### src/rtl/req_arbiter_8_if.sv
// Request/grant bundle shared by the 8-client arbiter and its clients.
// The master side (clients) drives requests; the slave side (arbiter) drives grants.
interface req_arbiter_8_if;
    logic       en;
    logic       mode;
    logic [7:0] req;
    logic [7:0] gnt;
    logic [2:0] gnt_id;
    logic       gnt_valid;
    logic       timeout_pulse;

    modport master (
        output en, mode, req,
        input  gnt, gnt_id, gnt_valid, timeout_pulse
    );

    modport slave (
        input  en, mode, req,
        output gnt, gnt_id, gnt_valid, timeout_pulse
    );
endinterface

### src/rtl/req_arbiter_8.sv
// Eight-client req/gnt arbiter: fixed-priority (highest index) or round-robin selection,
// grant held until release or hold timeout, with registered one-hot and encoded grant outputs.
module req_arbiter_8 #(
    parameter int unsigned TIMEOUT = 16
) (
    input  logic             clk,
    input  logic             rst_n,
    req_arbiter_8_if.slave   bus
);

    typedef enum logic {
        IDLE,
        GRANT
    } state_t;

    localparam logic [7:0] TIMEOUT_CNT = 8'(TIMEOUT);
    localparam logic       TIMEOUT_EN  = (TIMEOUT != 0);

    state_t     state_q, state_d;
    logic [7:0] gnt_q, gnt_d;
    logic [2:0] gnt_id_q, gnt_id_d;
    logic       gnt_valid_q, gnt_valid_d;
    logic       timeout_pulse_q, timeout_pulse_d;
    logic [7:0] hold_cnt_q, hold_cnt_d;
    logic [2:0] last_id_q, last_id_d;

    logic [2:0] winner;
    logic       req_held;
    logic       timeout_hit;

    // Highest set bit wins; scanning upward lets later (higher) bits overwrite.
    function automatic logic [2:0] fixed_pick(input logic [7:0] r);
        logic [2:0] res;
        res = '0;
        for (int i = 0; i < 8; i++) begin
            if (r[i]) res = 3'(i);
        end
        return res;
    endfunction

    // First set bit starting just above the last winner, wrapping 7 -> 0.
    function automatic logic [2:0] rr_pick(input logic [7:0] r, input logic [2:0] last);
        logic [2:0] res;
        logic [2:0] idx;
        logic       found;
        res   = '0;
        found = 1'b0;
        for (int i = 1; i <= 8; i++) begin
            idx = last + 3'(i);
            if (!found && r[idx]) begin
                res   = idx;
                found = 1'b1;
            end
        end
        return res;
    endfunction

    always_comb begin
        winner      = bus.mode ? rr_pick(bus.req, last_id_q) : fixed_pick(bus.req);
        req_held    = bus.req[gnt_id_q];
        timeout_hit = TIMEOUT_EN && (hold_cnt_q == TIMEOUT_CNT);

        state_d         = state_q;
        gnt_d           = gnt_q;
        gnt_id_d        = gnt_id_q;
        gnt_valid_d     = gnt_valid_q;
        timeout_pulse_d = 1'b0;
        hold_cnt_d      = hold_cnt_q;
        last_id_d       = last_id_q;

        case (state_q)
            IDLE: begin
                gnt_d       = '0;
                gnt_valid_d = 1'b0;
                if (bus.en && (bus.req != 8'h00)) begin
                    gnt_d       = 8'b1 << winner;
                    gnt_id_d    = winner;
                    gnt_valid_d = 1'b1;
                    hold_cnt_d  = 8'd1;
                    state_d     = GRANT;
                end
            end
            GRANT: begin
                if (!req_held || !bus.en || timeout_hit) begin
                    gnt_d       = '0;
                    gnt_valid_d = 1'b0;
                    last_id_d   = gnt_id_q;
                    hold_cnt_d  = '0;
                    state_d     = IDLE;
                    // Only a pure timeout is flagged; a drop or disable on the same edge wins.
                    timeout_pulse_d = timeout_hit && req_held && bus.en;
                end else begin
                    hold_cnt_d = hold_cnt_q + 8'd1;
                end
            end
            default: begin
                state_d     = IDLE;
                gnt_d       = '0;
                gnt_valid_d = 1'b0;
                hold_cnt_d  = '0;
            end
        endcase
    end

    always_ff @(posedge clk) begin
        if (!rst_n) begin
            state_q         <= IDLE;
            gnt_q           <= '0;
            gnt_id_q        <= '0;
            gnt_valid_q     <= 1'b0;
            timeout_pulse_q <= 1'b0;
            hold_cnt_q      <= '0;
            last_id_q       <= 3'd7;
        end else begin
            state_q         <= state_d;
            gnt_q           <= gnt_d;
            gnt_id_q        <= gnt_id_d;
            gnt_valid_q     <= gnt_valid_d;
            timeout_pulse_q <= timeout_pulse_d;
            hold_cnt_q      <= hold_cnt_d;
            last_id_q       <= last_id_d;
        end
    end

    assign bus.gnt           = gnt_q;
    assign bus.gnt_id        = gnt_id_q;
    assign bus.gnt_valid     = gnt_valid_q;
    assign bus.timeout_pulse = timeout_pulse_q;

endmodule

### src/flat_wrapper.sv
// flat-port wrapper written by rule: the top's interface ports become plain ports
module req_arbiter_8_flat 
#(
    parameter int unsigned TIMEOUT = 16
)
  (clk, rst_n, bus_en, bus_mode, bus_req, bus_gnt, bus_gnt_id, bus_gnt_valid, bus_timeout_pulse);
  req_arbiter_8_if bus_i ();
  input  logic clk;
  input  logic rst_n;
  input wire logic [$bits(bus_i.en)-1:0] bus_en;
  input wire logic [$bits(bus_i.mode)-1:0] bus_mode;
  input wire logic [$bits(bus_i.req)-1:0] bus_req;
  output wire logic [$bits(bus_i.gnt)-1:0] bus_gnt;
  output wire logic [$bits(bus_i.gnt_id)-1:0] bus_gnt_id;
  output wire logic [$bits(bus_i.gnt_valid)-1:0] bus_gnt_valid;
  output wire logic [$bits(bus_i.timeout_pulse)-1:0] bus_timeout_pulse;
  assign bus_i.en = bus_en;
  assign bus_i.mode = bus_mode;
  assign bus_i.req = bus_req;
  assign bus_gnt = bus_i.gnt;
  assign bus_gnt_id = bus_i.gnt_id;
  assign bus_gnt_valid = bus_i.gnt_valid;
  assign bus_timeout_pulse = bus_i.timeout_pulse;
  req_arbiter_8 #(.TIMEOUT(TIMEOUT)) u_core (.clk(clk), .rst_n(rst_n), .bus(bus_i));
endmodule
### config.mk
export PLATFORM = sky130hd
export DESIGN_NAME = req_arbiter_8_flat
export DESIGN_NICKNAME = d
export VERILOG_FILES = /design/src/rtl/req_arbiter_8_if.sv /design/src/rtl/req_arbiter_8.sv /design/src/flat_wrapper.sv
export SDC_FILE = /design/constraint.sdc
export NUM_CORES = 1
export LEC_CHECK = 0
export ABC_AREA = 0
export CAP_MARGIN = 20
export CELL_PAD_IN_SITES_DETAIL_PLACEMENT = 1
export CELL_PAD_IN_SITES_GLOBAL_PLACEMENT = 1
export CORE_UTILIZATION = 47
export CTS_CLUSTER_DIAMETER = 80
export DETAILED_ROUTE_END_ITERATION = 7
export PLACE_DENSITY = 0.84
export SETUP_SLACK_MARGIN = 0.3
export SLEW_MARGIN = 20
export SYNTH_ARGS = -nofsm -noshare
export SYNTH_HDL_FRONTEND = slang
export SYNTH_SLANG_ARGS = --single-unit
### constraint.sdc
create_clock -name clk -period 7.3 [get_ports clk]
set_input_delay 1.46 -clock clk [delete_from_list [all_inputs] [get_ports clk]]
set_output_delay 1.46 -clock clk [all_outputs]
set_load 0.05 [all_outputs]
After elaboration in Yosys (flattened, before gate mapping)

Index checks and enable logic that the tools add are counted.

Register bits: 25
Latch bits: 0
RAM bits: 0
Bits in read-only memories: 0
Output and inout bits: 13
Memories kept: 0

Add/sub/neg operators: 8
$mul: 0
Div/mod/pow operators: 0
Order comparisons: 9
Eq/ne operators: 3
Shift operators: 1
Multiplexer cells: 52
Bitwise operators: 1
Reductions and logical operators: 25

Operator list:

| operator            | count |
|---|---|
| $mux 3              | 13 |
| $lt 3x4->1 const B  | 9 |
| $mux 8              | 4 |
| $pmux 8 s2          | 2 |
| $bmux 1 s3          | 9 |
| $mux 1              | 20 |
| $add 3x3->3 const B | 4 |
| $logic_and 1x1->1   | 10 |
| $logic_not 1->1     | 9 |
| $add 8x1->8 const B | 1 |
| $eq 8x5->1 const B  | 1 |
| $reduce_bool 8->1   | 1 |
| $shl 1x3->8 const A | 1 |
| $add 3x2->3 const B | 2 |
| $mux 2              | 2 |
| $pmux 1 s2          | 2 |
| $reduce_and 2->1    | 2 |
| $add 3x1->3 const B | 1 |
| $reduce_and 3->1    | 1 |
| $logic_or 1x1->1    | 2 |
| $ne 2x1->1 const B  | 1 |
| $ne 2x2->1 const B  | 1 |
| $not 1->1           | 1 |

Depth between registers and ports, before layout

Word-level depth: 29
Gate-level depth with buffers: 12

Worst setup path after synthesis

Ideal clock, no wire load.

Path kind: input-to-reg
Start point: input port bus_req[3]
End point: register u_core.gnt_q[0] (netlist: u_core.bus.gnt[0])
Library setup time: 0.117 ns
Arrival: 3.433 ns
Path slack: 3.750 ns
Cell stages on the path: 8
Path buffers: 1
Path through: clkbuf_1 > mux4_2 > mux2i_4 > nand3_2 > o211a_1 > o2111a_1 > or2_4 > a32o_1

Cells in the longest elaborated chain, start to end: 28

Ends and longest elaborated chain:

| item                         | RTL line             | RTL |
|---|---|---|
| start, declared              | flat_wrapper.sv:12   | `input wire logic [$bits(bus_i.req)-1:0] bus_req;` |
| $bmux 1 s3                   | req_arbiter_8.sv:50  | `if (!found && r[idx]) begin` |
| $mux 1 (implied by the code) | req_arbiter_8.sv:50  |  |
| $mux 1                       | req_arbiter_8.sv:50  |  |
| $logic_not 1->1              | req_arbiter_8.sv:50  |  |
| $logic_and 1x1->1            | req_arbiter_8.sv:50  |  |
| $mux 1                       | req_arbiter_8.sv:50  |  |
| $logic_not 1->1              | req_arbiter_8.sv:50  |  |
| $logic_and 1x1->1            | req_arbiter_8.sv:50  |  |
| [... 12 more ...]            | --                   |  |
| $mux 1                       | req_arbiter_8.sv:50  |  |
| $logic_not 1->1              | req_arbiter_8.sv:50  |  |
| $logic_and 1x1->1            | req_arbiter_8.sv:50  |  |
| $mux 3                       | req_arbiter_8.sv:50  |  |
| $mux 3                       | req_arbiter_8.sv:59  | `winner = bus.mode ? rr_pick(bus.req, last_id_q) : fixed_pick(bus.req);` |
| $shl 1x3->8                  | req_arbiter_8.sv:76  | `gnt_d = 8'b1 << winner;` |
| $mux 8                       | req_arbiter_8.sv:75  | `if (bus.en && (bus.req != 8'h00)) begin` |
| $pmux 8 s2                   | req_arbiter_8.sv:71  | `case (state_q)` |
| end signal, assigned         | req_arbiter_8.sv:116 | `gnt_q <= gnt_d;` |
| end, declared                | req_arbiter_8.sv:20  | `logic [7:0] gnt_q, gnt_d;` |

Parallel ways exist; a longest one is shown, timed or not. The select of a mux whose other input is x is not followed.
A chain may end at the register's enable or synchronous reset.

Worst setup path after layout

Start point: input port bus_req[7]
End point: register u_core.gnt_q[3] (netlist: u_core.bus.gnt[3])

Same word-level chain as after synthesis.

==> impl_metrics.tcl <==
set metrics [dict create \
    p_int_mw 0.286 \
    stdcell_area_um2 2460 \
    place_area_um2 2410 \
    drcViolationCount 0 \
    syn_nets 249 \
    r2r-start "u_core.last_id_q[0]" \
    synth_flop_cell "dfxtp_1" \
    hold_slack_ns 0.464 \
    drv_cap 0 \
    ios 25 \
    fin_tns_setup_ns 0 \
    cp.arrival_ns 4.24 \
    diodes 0 \
    ys.warnings.count 0 \
    worst_path_max_delay_cell "mux4_1" \
    hold_path.class "flip-flop to flip-flop" \
    critPathKind "input pin to flip-flop" \
    status "complete, no violations" \
    clockBufferDepth 2 \
    drt_first_pass_iters 4 \
    crit_chain "clkdlybuf4s50_1 -> mux4_1 -> mux2i_1 -> nand2_1 -> a21oi_1 -> o31ai_1 -> nor3_1 -> a32o_1" \
    syn-cell-area_um2 2170 \
    std_cell_rows 24 \
    synth-edff-count 0 \
    fillers 514 \
    irDropWorstVdd_uv 86.8 \
    final_common_cell "dfxtp_1" \
    ff_latch_area_um2 500 \
    route.detailed.wl_per_inst_um 19.9 \
    drive_gt1_share_pct 14.9 \
    grt_pass1_wl_um 10000 \
    finClkSkew_ns 0.00296 \
    die_y_um 70.0 \
    comb_power_share_pct 50.0 \
    cts_buffers 3 \
    vias 1995 \
    r2r-end "u_core.bus.gnt[0]" \
    synth-seq-cells 25 \
    clock-sinks 25 \
    cts_tree "done" \
    fmax_mhz 248 \
    grt_usage_pct 25.5 \
    setup_viol 0 \
    wirelength_um 6000 \
    area_growth_pct 13.1 \
    p_clk_share_pct 16.8 \
    die_area_um2 4900 \
    clkTransAtPathRegs_ns 0.09 \
    via_per_inst 6.63 \
    worstPathRequired_ns 7.51 \
    async_flop_share_pct 0 \
    nNetsFinal 266 \
    antenna_found_initial 0 \
    hold_violations 0 \
    hp-start "u_core.bus.gnt[6]" \
    regToRegSetupSlack_ns 3.41 \
    ys_seq_area_share_pct 23.0 \
    period_minus_slack_ns 4.03 \
    p_leak_nw 0.878 \
    place.gp.congestion 0.995 \
    hold_path_end "u_core.bus.gnt[6]" \
    slew_headroom_pct 36.0 \
    start_util_pct 49.5 \
    grt_pass1_vias 2027 \
    clk_latency_ns 0.27 \
    htreeDepth 1 \
    cts_resized 0 \
    multiInputGateArea_um2 1570 \
    postSynthCellCount 233 \
    endpoint_kind "flip-flop" \
    worstHoldPathCells 2 \
    cpPeakStageDelay_ns 0.72 \
    postCtsSetupRepairBufs 0 \
    r2r_cells 9 \
    drv_slew 0 \
    place_hpwl_um 4570 \
    port_buffers 24 \
    ant_nets 0 \
    seqPwrFrac_pct 33.2 \
    fin_crit_sh_pct 55.2 \
    mostFrequentLayoutCells "dfxtp_1 (25), clkdlybuf4s50_1 (24), nor2_1 (22), nand2_1 (22)" \
    ys_types 56 \
    cts.root.buffer_cell "clkbuf_8" \
    rsz0062_at_grt "no" \
    p_switching_mw 0.200 \
    grt_max_degree 17 \
    die_w_um 70.0 \
    grt_overflow 0 \
    worst_pin_slew_ns 0.951 \
    swShare_pct 41.2 \
    drtIter0Drc 99 \
    worstPathMaxFanout 11 \
    core_area_um2 4380 \
    syn_area_per_cell_um2 9.32 \
    hold_buffers 0 \
    cp-start-kind "input pin" \
    pwr_density_cell_nw_per_um2 198 \
    post-place-cells 297 \
    power_mw 0.486 \
    layoutNonFillerInstCount 301 \
]
power by group through the flow:
| stage | Combinational (mW) | Clock, mW | Sequential (mW) |
|---|---|---|---|
| after global placement | 0.233 | 0 | 0.164 |
| final | 0.243 | 0.0819 | 0.161 |
| after CTS | 0.241 | 0.0837 | 0.161 |
| after floorplan | 0.177 | 0 | 0.171 |
| after global routing | 0.261 | 0.0902 | 0.163 |
| after detailed placement | 0.239 | 0 | 0.165 |
Yosys cell counts (2+ instances only):
cell      number  share of area, %
a22oi_1        3               1.0
buf_6          2               1.0
or3_1          2              0.58
nand3_1        7               1.6
o2111a_1       2               1.0
mux4_2        14                15
a22o_1         2              0.81
nand2_1       22               3.8
mux2i_1       14               6.5
mux2_2         5               2.6
o21a_1         3               1.0
o211ai_1       6               2.1
nor2_1        22               3.8
dfxtp_1       25                23
o31ai_1        6               2.1
and2_1         2              0.58
a21oi_1       14               3.2
mux2i_4        2               2.1
ha_1           4               2.3
buf_2          2              0.46
nor3_1         7               1.6
inv_1          7               1.2
a32o_1         4               1.8
clkbuf_1       7               1.2
o21ai_0        8               1.8
xor2_1         3               1.2
nor4_1         3              0.86
xor2_2         3               2.2
nand4_1        3              0.86
nand2b_1       3              0.86
worst max-delay path by stage:
stage,from,endpoint,slack [ns],depth (start not counted)
after floorplan,bus_req[3],u_core.bus.gnt[0],3.75,8
after global placement,bus_req[7],u_core.bus.gnt[1],3.08,8
after detailed placement,bus_req[7],u_core.bus.gnt[3],2.98,8
after CTS,bus_req[7],u_core.bus.gnt[3],3.28,8
after global routing,bus_req[7],u_core.bus.gnt[5],3.11,8
final,bus_req[7],u_core.bus.gnt[3],3.27,8
area by class of cell:
cell class	count	share of cell area [%]
Sequential cell	25	20.4
Clock buffer	3	1.68
Inverter	9	1.37
Multi-Input combinational cell	187	64.0
Timing Repair Buffer	24	9.78
Tap cell	52	2.65
Clock inverter	1	0.204
through the flow:
| step | worst slack (ns) | util, % |
|---|---|---|
| detailed placement | 2.98 | 55.0 |
| global route | 3.11 | 56.1 |
| floorplan | 3.75 | - |
| global placement | 3.08 | 55.0 |
| CTS | 3.28 | 56.1 |
| finish | 3.27 | 56.1 |
flip-flops by register name, indices dropped and copies added, names as in the netlist:
register,cells
u_core.bus.timeout_pulse,1
u_core.last_id_q,3
u_core.bus.gnt_valid,1
u_core.bus.gnt_id,3
u_core.state_q,1
u_core.hold_cnt_q,8
u_core.bus.gnt,8
layer usage:
| metal | global-route usage (%) | vias up | part of all wire [%] |
|---|---|---|---|
| met5 | 0 | - | 0 |
| met4 | 6.44 | 0 | 1.3 |
| met3 | 5.19 | 8 | 5.4 |
| met2 | 42.6 | 61 | 49 |
| met1 | 33.5 | 998 | 45 |
| li1 | - | 928 | - |
worst max-delay path, delay by kind of cell:
family                 cells  cell delay [ns]
AND/OR/NAND/NOR            2             0.46
AO/OA/AOI/OAI              3             0.58
buffers and inverters      1             0.59
multiplexers               2             1.15
cells by family (layout without fill, tap and decap cells):
logic type | count (synthesis) | in the layout | share of synthesized area (%)
adder cells (fa/ha/maj) | 4 | 4 | 2.30
AND/OR/NAND/NOR | 81 | 81 | 18.5
flip-flops | 25 | 25 | 23.0
XOR/XNOR | 6 | 6 | 3.46
AO/OA/AOI/OAI | 60 | 60 | 21.2
multiplexers | 36 | 36 | 26.8
buffers and inverters | 21 | 37 | 4.61
No activity file was read; power rests on OpenSTA's default activity.
